### config.mk
export PLATFORM = sky130hd
export DESIGN_NAME = timer_counter_flat
export DESIGN_NICKNAME = d
export VERILOG_FILES = /design/src/rtl/timer_counter_pkg.sv /design/src/rtl/timer_counter_if.sv /design/src/rtl/timer_counter.sv /design/src/flat_wrapper.sv
export SDC_FILE = /design/constraint.sdc
export NUM_CORES = 1
export LEC_CHECK = 0
export CORE_ASPECT_RATIO = 0.75
export CORE_MARGIN = 5
export CORE_UTILIZATION = 31
export CTS_CLUSTER_SIZE = 16
export DETAILED_ROUTE_END_ITERATION = 10
export PLACE_DENSITY_LB_ADDON = 0.3
export SETUP_SLACK_MARGIN = 0.4
export SYNTH_ARGS = -nofsm -noshare
export SYNTH_HDL_FRONTEND = slang
export SYNTH_SLANG_ARGS = --single-unit
export TNS_END_PERCENT = 10
### constraint.sdc
create_clock -name clk -period 6.15 [get_ports clk]
set_input_delay 1.23 -clock clk [delete_from_list [all_inputs] [get_ports clk]]
set_output_delay 1.23 -clock clk [all_outputs]
set_load 0.05 [all_outputs]
### src/rtl/timer_counter_pkg.sv
// Shared definitions for the memory-mapped down-counting timer.
//   - FSM state encodings (2-bit, legacy-compatible localparams)
//   - word offsets of the CPU-visible registers
//   - mode codes and CTRL bit positions
//   - default HWInt line that IRQ is wired to
//   - small decode helper for the mode field
package timer_counter_pkg;

  // FSM states
  localparam logic [1:0] ST_IDLE = 2'd0;
  localparam logic [1:0] ST_LOAD = 2'd1;
  localparam logic [1:0] ST_CNT  = 2'd2;
  localparam logic [1:0] ST_INT  = 2'd3;

  // Register word offsets
  localparam logic [1:0] OFS_CTRL   = 2'd0;
  localparam logic [1:0] OFS_PRESET = 2'd1;
  localparam logic [1:0] OFS_COUNT  = 2'd2;
  localparam logic [1:0] OFS_RSVD   = 2'd3;

  // CTRL.Mode codes; 2'b1x is decoded as one-shot
  localparam logic [1:0] MODE_ONESHOT = 2'b00;
  localparam logic [1:0] MODE_AUTO    = 2'b01;

  // CTRL bit positions
  localparam int CTRL_EN_BIT   = 0;
  localparam int CTRL_MODE_LSB = 1;
  localparam int CTRL_MODE_MSB = 2;
  localparam int CTRL_IM_BIT   = 3;

  // HWInt input of the coprocessor that IRQ drives by default
  localparam int HWINT_IDX = 2;

  typedef struct packed {
    logic       im;
    logic [1:0] mode;
    logic       en;
  } ctrl_t;

  // Only the exact auto-reload code reloads; every other code behaves as one-shot.
  function automatic logic is_auto_reload(input logic [1:0] mode);
    return (mode == MODE_AUTO);
  endfunction

endpackage

### src/rtl/timer_counter_if.sv
// CPU-side bus bundle of the timer peripheral.
//   addr  word offset (0=CTRL, 1=PRESET, 2=COUNT, 3=reserved)
//   we    write strobe, sampled on rising clk
//   din   write data
//   dout  combinational read data for addr
//   irq   interrupt request toward the coprocessor's HWInt input
// master: the CPU / data-bus bridge side. slave: the timer side.
interface timer_counter_if;

  logic [1:0]  addr;
  logic        we;
  logic [31:0] din;
  logic [31:0] dout;
  logic        irq;

  modport master (
    output addr,
    output we,
    output din,
    input  dout,
    input  irq
  );

  modport slave (
    input  addr,
    input  we,
    input  din,
    output dout,
    output irq
  );

endinterface

### src/rtl/timer_counter.sv
// Memory-mapped down-counting timer with interrupt output.
// The CPU programs CTRL / PRESET over the bus and can read COUNT back.
// On expiry irq_flag is set; IRQ = CTRL.IM & irq_flag.
//   one-shot    : IRQ is a level held until the next CTRL write.
//   auto-reload : IRQ is a 1-cycle pulse, period PRESET+3 (PRESET>=1).
// Ports
//   clk    sole clock, rising edge
//   reset  asynchronous, active-high; clears all state immediately
//   bus    timer_counter_if.slave (addr, we, din, dout, irq)
// Parameters
//   CNT_W       width of PRESET/COUNT (<= 32); dout zero-extends
//   PRESET_RST  PRESET value after reset
//
// state   | meaning
// --------+-----------------------------------------------------------
// IDLE    | waiting for CTRL.En
// LOAD    | COUNT <= PRESET
// CNT     | counting down; expiry at COUNT<=1 sets irq_flag
// INT     | expiry cycle; one-shot clears En, auto-reload clears flag
module timer_counter
  import timer_counter_pkg::*;
#(
  parameter int              CNT_W      = 32,
  parameter logic [CNT_W-1:0] PRESET_RST = '0
) (
  input logic            clk,
  input logic            reset,
  timer_counter_if.slave bus
);

  localparam logic [CNT_W-1:0] ONE = CNT_W'(1);

  logic [1:0]       state;
  ctrl_t            ctrl;
  logic [CNT_W-1:0] preset;
  logic [CNT_W-1:0] count;
  logic             irq_flag;

  logic wr_ctrl;
  logic wr_preset;
  logic expire;
  logic auto_mode;

  assign wr_ctrl   = bus.we && (bus.addr == OFS_CTRL);
  assign wr_preset = bus.we && (bus.addr == OFS_PRESET);
  assign auto_mode = is_auto_reload(ctrl.mode);

  // COUNT of 1 or 0 both finish the run, so PRESET=0 and PRESET=1 expire alike
  // and COUNT never wraps below zero.
  assign expire = (state == ST_CNT) && ctrl.en && (count <= ONE);

  // CTRL: a CPU write always beats the FSM's own En clear in INT.
  always_ff @(posedge clk or posedge reset) begin
    if (reset) begin
      ctrl.im   <= 1'b0;
      ctrl.mode <= MODE_ONESHOT;
      ctrl.en   <= 1'b0;
    end else if (wr_ctrl) begin
      ctrl.im   <= bus.din[CTRL_IM_BIT];
      ctrl.mode <= bus.din[CTRL_MODE_MSB:CTRL_MODE_LSB];
      ctrl.en   <= bus.din[CTRL_EN_BIT];
    end else if ((state == ST_INT) && !auto_mode) begin
      ctrl.en <= 1'b0;
    end
  end

  // PRESET: a mid-count write only affects the next LOAD.
  always_ff @(posedge clk or posedge reset) begin
    if (reset) begin
      preset <= PRESET_RST;
    end else if (wr_preset) begin
      preset <= bus.din[CNT_W-1:0];
    end
  end

  // irq_flag: any CTRL write clears it, even on the edge the counter expires.
  // Reading never clears it.
  always_ff @(posedge clk or posedge reset) begin
    if (reset) begin
      irq_flag <= 1'b0;
    end else if (wr_ctrl) begin
      irq_flag <= 1'b0;
    end else if (expire) begin
      irq_flag <= 1'b1;
    end else if ((state == ST_INT) && auto_mode) begin
      irq_flag <= 1'b0;
    end
  end

  // FSM and COUNT
  always_ff @(posedge clk or posedge reset) begin
    if (reset) begin
      state <= ST_IDLE;
      count <= '0;
    end else begin
      case (state)
        ST_IDLE: begin
          if (ctrl.en) begin
            state <= ST_LOAD;
          end
        end
        ST_LOAD: begin
          count <= preset;
          state <= ST_CNT;
        end
        ST_CNT: begin
          if (!ctrl.en) begin
            // COUNT stays frozen and readable
            state <= ST_IDLE;
          end else if (expire) begin
            count <= '0;
            state <= ST_INT;
          end else begin
            count <= count - ONE;
          end
        end
        ST_INT: begin
          // Auto-reload goes through IDLE so the next LOAD follows one cycle later.
          state <= ST_IDLE;
        end
        default: begin
          state <= ST_IDLE;
        end
      endcase
    end
  end

  // Read mux: unused CTRL bits, the reserved offset and zero-extension read 0.
  always_comb begin
    bus.dout = '0;
    case (bus.addr)
      OFS_CTRL:   bus.dout = {28'd0, ctrl};
      OFS_PRESET: bus.dout = 32'(preset);
      OFS_COUNT:  bus.dout = 32'(count);
      OFS_RSVD:   bus.dout = '0;
      default:    bus.dout = '0;
    endcase
  end

  assign bus.irq = ctrl.im & irq_flag;

endmodule

### src/flat_wrapper.sv
// flat-port wrapper written by rule: the top's interface ports become plain ports
module timer_counter_flat import timer_counter_pkg::*;
#(
  parameter int              CNT_W      = 32,
  parameter logic [CNT_W-1:0] PRESET_RST = '0
)
  (clk, reset, bus_addr, bus_we, bus_din, bus_dout, bus_irq);
  timer_counter_if bus_i ();
  input logic clk;
  input logic reset;
  input wire logic [$bits(bus_i.addr)-1:0] bus_addr;
  input wire logic [$bits(bus_i.we)-1:0] bus_we;
  input wire logic [$bits(bus_i.din)-1:0] bus_din;
  output wire logic [$bits(bus_i.dout)-1:0] bus_dout;
  output wire logic [$bits(bus_i.irq)-1:0] bus_irq;
  assign bus_i.addr = bus_addr;
  assign bus_i.we = bus_we;
  assign bus_i.din = bus_din;
  assign bus_dout = bus_i.dout;
  assign bus_irq = bus_i.irq;
  timer_counter #(.CNT_W(CNT_W), .PRESET_RST(PRESET_RST)) u_core (.clk(clk), .reset(reset), .bus(bus_i));
endmodule
; Word level (Yosys, flattened, before mapping)
; Cells that the tools add are included.
[totals]
ff_bits = 71
output_inout_bits = 33
elab_cells = 47
[classes]
addsub = 1
n_lt_le_gt_ge = 1
eq_ne = 10
mux = 13
n_bitwise = 1
n_reduce_logical = 14
[ops]
columns = cell, n
row1 = $pmux W32 S4, 1
row2 = $mux W32, 2
row3 = $pmux W32 S2, 1
row4 = $le A32 B1 Y1 const B, 1
row5 = $sub A32 B1 Y32 const B, 1
row6 = $eq A2 B2 Y1 const B, 4
row7 = $pmux W2 S4, 1
row8 = $eq A2 B1 Y1 const B, 3
row9 = $logic_and A1 B1 Y1, 6
row10 = $mux W2, 3
row11 = $mux W1, 5
row12 = $logic_not A2 Y1, 2
row13 = $ne A2 B1 Y1 const B, 2
row14 = $reduce_and A2 Y1, 2
row15 = $reduce_bool A2 Y1, 2
row16 = $ne A3 B3 Y1 const B, 1
row17 = $reduce_bool A3 Y1, 1
row18 = $and A1 B1 Y1, 1
row19 = $logic_not A1 Y1, 1

; Depth between registers and ports, before layout
; Gate-level depths: netlist of run 1.
[depth]
depth_word = 6
depth_mapped = 8

; Worst setup path before layout of run 1
; OpenSTA, ideal clock, no wires.
[synth_path]
kind = input port to output port
from = input bus_addr[1]
to = output bus_dout[10]
t_arrival_ps = 2697
required_ps = 4920
slack_ps = 2223
path_stages = 5
path_buffers = 3
path_cell_list = clkbuf_1 nor2b_1 clkbuf_1 buf_1 a22o_1
[synth_between]
elab_chain_cells = 2
elab_cells_between_ends = 5
classes_between = eq/ne (3) / mux (1) / reduce/logical (1)
[synth_lines]
columns = item, line_no
row1 = start: declaration, flat_wrapper.sv:11  ; input wire logic [$bits(bus_i.addr)-1:0] bus_addr;
row2 = $eq A2 B2 Y1 (tied with other cells), timer_counter.sv:131  ; case (bus.addr)
row3 = $pmux W32 S4 (*), timer_counter.sv:131
row4 = end: declaration, flat_wrapper.sv:14  ; output wire logic [$bits(bus_i.dout)-1:0] bus_dout;
; Mark *: on every way between the ends. The rest lies on a longest branch, timed or not.

; Worst setup path in the final report of run 1
[layout_path]
from = input bus_addr[0]
to = output bus_dout[26]
; Same word-level chain as after synthesis.

==> out/results.txt, run 1 <==
status: finished, final reports clean
initial antenna violation count: 0
largest net degree at the start of global routing: 64
Synth Area in Adders: 0.631%
vias in the first global route: 3576
post-synthesis instance area: 0.00397 mm²
reg2reg end: u_core.count[13]$_DFFE_PP0P_
peak supply drop: 0.183 mV
maxcap violations: 0
Row Count: 35
internal power: 1.27 mW
Clock Latency Late Sink: 0.33 ns
crit path to: bus_dout[26]
clock root cell: clkbuf_16
nets@finish: 496
ys async rst share: 100%
sw power: 975 µW
met2 Use GR: 24.6%
met3 Use GR: 4.07%
total track usage: 16.5%
crit share post-route: 80.1%
CTS buffer count: 9
Sw Ratio: 43.4%
Synth Flop Type: dfrtp_1
global-route wire length before repair: 19800 µm
DR vias: 3584
CTS HTree Levels: 3
Hold Buf Count CTS: 0
height of the die: 108 µm
TritonCTS clock tree: yes
kind of end point of the critical path: primary output
final setup vio count: 0
final slew viol count: 0
Final ANT Viol Nets: 0
post-synthesis mux area share: 10.9%
die area: 0.0152 mm²
Yosys cell types: 50
vias per cell: 5.73
Post-synth EDFFs: 0
critical path type: input pin to primary output
Ys Warns: 0
Setup Skew: 0.00615 ns
die width: 141 µm
Filler Cell Count: 1203
FF-to-FF path depth: 6
CTS Buffer Depth: 2
Worst Path Arrival: 3.69 ns
CP Max Fanout: 24
Synth Area in Compound Gates: 20.8%
crit path launch: bus_addr[0]
CTS resizes: 0
RSZ-0062 raised after global routing: no
worst reg2reg startpoint: u_core.count[18]$_DFFE_PP0P_
cells after synthesis: 401
r2r setup slk: 2.99 ns
Synth Area in XOR/XNOR: 0%
dpl cell area: 0.00478 mm²
gp weighted congestion: 0.866
drc violations: 0
Worst-path clk slew: 0.05 ns
Setup Fix Bufs, Post-CTS: 0
largest family of logic cells by synthesized area: compound AO/OA/AOI/OAI gates
combinational group share of total power: 41.6%
WL/cell: 19.7 µm
post-synthesis simple-gate area fraction: 18.6%
Avg Inst Size Synth: 9.89 µm²
Least-Margin Pin Slew: 1.09 ns
multi-input logic area: 0.00203 mm²
sequential cell area: 0.00178 mm²
total gr overflow: 0
normalized max-slew margin: 27.5%
First-pass DRT Iterations: 5
Critical Path RT: 4.92 ns
endpoints failing hold: 0
1st-iter DRT viols: 278
min Tclk post-route: 4.92 ns
initial core utilization: 32.0%
Clk pwr share: 21.1%
fmax: 203 MHz
P_leak: 1.97 nW
ant diodes: 0
number of buffers added on ports: 69
io pins: 70
Sink Count: 71
share of cells above drive strength 1: 13.7%
grt met1 use: 23.7%
Core ar.: 0.0124 mm²
setup TNS: 0 ns
Yosys reg bits: 71
Hold WC Path Type: flop to flop
sequential share of power: 37.4%
PD cells: 445 mW/mm²
Seq/Total Area, Yosys: 44.8%
Top Usage Layer GRT: met2
syn_nets: 440
Finished Cell Area: 0.00505 mm²
placed wire-length estimate: 8400 µm
CP Launch Type: input pin
growth of design area from synthesis to finish: 27.3%
routed wire length: 12400 µm
==> power by group through the flow <==
stage	clock [mW]	combinational, mW	sequential (mW)
floorplan	0	0.725	0.743
global placement	0	0.902	0.836
detailed placement	0	0.928	0.837
CTS	0.481	0.932	0.832
global route	0.501	1.02	0.864
finish	0.473	0.934	0.840
==> cell usage after synthesis (4+ instances only) <==
library cell | instances | share of area, %
nor2_1 | 23 | 2.2
mux2_2 | 35 | 9.9
inv_1 | 9 | 0.85
nand3_1 | 20 | 2.5
o21ai_0 | 19 | 2.4
nor4_1 | 11 | 1.7
clkbuf_1 | 16 | 1.5
buf_1 | 8 | 0.76
mux2i_1 | 4 | 1.0
o22ai_1 | 4 | 0.63
o211ai_1 | 8 | 1.5
and3_1 | 11 | 1.7
a21oi_1 | 20 | 2.5
nor2b_1 | 5 | 0.79
nor3_1 | 8 | 1.0
nand4_1 | 4 | 0.63
nand2_1 | 27 | 2.6
a32oi_1 | 7 | 1.5
a22o_1 | 29 | 6.4
dfrtp_1 | 71 | 45
o311ai_0 | 8 | 1.8
or4_1 | 6 | 1.1
==> cell families after synthesis <==
family	after synthesis
AND/OR/NAND/NOR	136
multiplexers	39
AO/OA/AOI/OAI	114
adder cells (fa/ha/maj)	2
buffers and inverters	39
flip-flops	71
==> critical path, stage by stage <==
cell             delay [ns]
clkdlybuf4s50_1        0.59
nor2b_2                0.45
buf_4                  0.38
a22o_1                 0.23
clkdlybuf4s50_1        0.81
==> state kept, by name (all words and copies together) (netlist names) <==
signal           count
u_core.count        32
u_core.preset       32
u_core.ctrl          4
u_core.state         2
u_core.irq_flag      1
==> routing by layer <==
| metal | routed length [µm] | vias to the layer above |
|---|---|---|
| met5 | 0 | - |
| met4 | 147 | 0 |
| met3 | 836 | 18 |
| met2 | 5380 | 150 |
| met1 | 6000 | 1773 |
| li1 | - | 1643 |
==> metrics by stage <==
step / hold slack (ns) / power, mW / instances / setup slack (ns) / util, %
after global routing: 0.559 / 2.38 / 626 / 1.09 / 40.7
after CTS: 0.537 / 2.25 / 626 / 1.22 / 40.7
after global placement: 0.502 / 1.74 / 612 / 1.27 / 38.6
after floorplan: 0.475 / 1.47 / 401 / 2.22 / -
after detailed placement: 0.526 / 1.77 / 612 / 1.22 / 38.6
final: 0.532 / 2.25 / 626 / 1.23 / 40.7
==> how the worst min path moves through the flow <==
| stage | from | end | cells after the start |
|---|---|---|---|
| global placement | u_core.irq_flag$_DFFE_PP0P_ | u_core.irq_flag$_DFFE_PP0P_ | 2 |
| global route | u_core.count[21]$_DFFE_PP0P_ | u_core.count[21]$_DFFE_PP0P_ | 1 |
| detailed placement | u_core.ctrl[1]$_DFFE_PP0P_ | u_core.ctrl[1]$_DFFE_PP0P_ | 1 |
| floorplan | u_core.irq_flag$_DFFE_PP0P_ | u_core.irq_flag$_DFFE_PP0P_ | 2 |
| finish | u_core.preset[18]$_DFFE_PP0P_ | u_core.count[18]$_DFFE_PP0P_ | 2 |
| CTS | u_core.ctrl[1]$_DFFE_PP0P_ | u_core.ctrl[1]$_DFFE_PP0P_ | 1 |
==> cell type report <==
class | instances | area share, %
tap | 166 | 4.12
clock buffer | 13 | 5.16
clock inverter | 1 | 0.0992
multi-input combinational | 291 | 40.2
timing repair buffer | 74 | 14.4
inverter | 10 | 0.744
sequential | 71 | 35.2
==> cell usage in the layout (no fill, tap or decap), types with 3 or more instances in the layout <==
cell / n
clkdlybuf4s50_1: 69
o211ai_1: 8
inv_1: 8
nand2_1: 27
nand3b_1: 3
dfrtp_1: 71
nand4_1: 4
nand2b_1: 3
clkbuf_16: 9
nor3_1: 8
a221o_1: 3
or4_1: 6
a21oi_1: 20
nor2b_2: 3
o311ai_0: 8
a22o_1: 29
o21ai_0: 19
and3_1: 11
o22ai_1: 4
nor4_1: 11
a32oi_1: 7
mux2_2: 35
mux2i_1: 4
nor2_1: 23
o2bb2ai_1: 3
a31oi_1: 3
buf_4: 5
nand3_1: 20
nor3b_1: 3
Power figures use the tool's default switching activity.
==> run 2: changes to the inputs <==
Clock period 6.15 ns to 4.5 ns, I/O delays scaled along.
==> run 2 against run 1 <==
First-iteration DRC count decreased by 22%. Die area unchanged. Sequential power increased by 36%. Cell count increased by 0.80%. Setup slack got worse by 0.43 ns. Largest cell class unchanged. Combinational power increased by 34%.
==> out/results.txt, run 2 (synthesized netlist as in run 1, its figures left out) <==
Met2 Wirelength: 5350 µm
CP Max Fanout: 7
Sink Count: 71
Least-Margin Pin Slew: 1.10 ns
PD cells: 611 mW/mm²
gp weighted congestion: 0.914
die area: 0.0152 mm²
growth of design area from synthesis to finish: 26.3%
number of buffers added on ports: 69
Final ANT Viol Nets: 0
CTS buffer count: 9
P_leak: 2.04 nW
setup TNS: 0 ns
clock root cell: clkbuf_16
nets@finish: 499
normalized max-slew margin: 26.3%
commonest non-fill, non-tap cell in the layout: dfrtp_1
metal3 WL: 825 µm
RSZ-0062 raised after global routing: no
Setup WS pre-CTS: 0.798 ns
final cell utilization of the core: 40.4%
critical path type: input pin to primary output
WHS: 0.519 ns
WL met1: 5950 µm
endpoints failing hold: 0
drc violations: 0
total track usage: 16.4%
io pins: 70
maxcap violations: 0
WHS Path Cells: 2
Total Power: 3.06 mW
placed wire-length estimate: 8510 µm
final slew viol count: 0
Setup Skew: 0.00548 ns
Row Count: 35
CTS Buffer Depth: 2
Finished Cell Area: 0.00501 mm²
share of cells above drive strength 1: 20.6%
largest net degree at the start of global routing: 39
die width: 141 µm
placed insts: 615
First-pass DRT Iterations: 5
Hold WC Path Type: flop to flop
initial core utilization: 32.0%
CP Launch Type: input pin
Clock Latency Late Sink: 0.34 ns
Max Used Layer: met4
global-route wire length before repair: 19700 µm
Hold Buf Count CTS: 0
DR vias: 3586
peak supply drop: 0.251 mV
fmax: 270 MHz
min Tclk post-route: 3.70 ns
height of the die: 108 µm
Worst Path Arrival: 2.80 ns
kind of end point of the critical path: primary output
Critical Path RT: 3.60 ns
CTS resizes: 0
dpl cell area: 0.00473 mm²
top flop regs: u_core.count x32, u_core.preset x32, u_core.ctrl x4
ant diodes: 0
final worst slack: 0.797 ns
crit share post-route: 82.3%
initial antenna violation count: 0
CTS HTree Levels: 3
TritonCTS clock tree: yes
Finished Layout Cells: 631
commonest non-fill, non-tap cells in the layout: dfrtp_1, clkdlybuf4s50_1, buf_4, mux2_2, a22o_1
Filler Cell Count: 1220
Worst-path clk slew: 0.06 ns
final setup vio count: 0
FF-to-FF path depth: 6
vias per cell: 5.68
Setup Fix Bufs, Post-CTS: 0
status: finished, final reports clean
total gr overflow: 0
vias in the first global route: 3565
routed wire length: 12200 µm
Core ar.: 0.0124 mm²
WL/cell: 19.4 µm
1st-iter DRT viols: 218
-- run 2: critical path: stages --
cell and delay (ns):
clkdlybuf4s50_1 0.58, nor2b_2 0.27, nand2_1 0.07, o21ai_0 0.11
clkdlybuf4s50_1 0.86
-- run 2: metal layers --
layer | vias to the layer above | track usage, %
met5 | - | 0
met4 | 0 | 4.29
met3 | 14 | 4.64
met2 | 134 | 23.7
met1 | 1783 | 24.0
li1 | 1655 | -
-- run 2: final timing paths --
| check | from | endpoint | slack (ns) |
|---|---|---|---|
| max | bus_addr[0] | bus_dout[2] | 0.80 |
| min | u_core.irq_flag$_DFFE_PP0P_ | u_core.irq_flag$_DFFE_PP0P_ | 0.52 |
| max reg2reg | u_core.count[18]$_DFFE_PP0P_ | u_core.count[13]$_DFFE_PP0P_ | 1.39 |
| min reg2reg | u_core.irq_flag$_DFFE_PP0P_ | u_core.irq_flag$_DFFE_PP0P_ | 0.52 |
| max in group asynchronous | reset | u_core.count[21]$_DFFE_PP0P_ | 2.66 |
| min in group asynchronous | reset | u_core.preset[4]$_DFFE_PP0P_ | 1.05 |
-- run 2: final cells by class --
class	count	area (µm²)	area share, %
Clock buffer	13	260	5.20
Timing Repair Buffer	77	678	13.5
Clock inverter	3	17.5	0.350
Multi-Input combinational cell	291	2030	40.5
Tap cell	166	208	4.15
Sequential cell	71	1780	35.5
Inverter	10	37.5	0.750
-- run 2: report_power, final --
group	internal, mW	leakage (nW)	switching (mW)	total [mW]
Combinational	0.482	1.04	0.770	1.25
Sequential	0.847	0.860	0.293	1.14
Clock	0.401	0.136	0.267	0.668
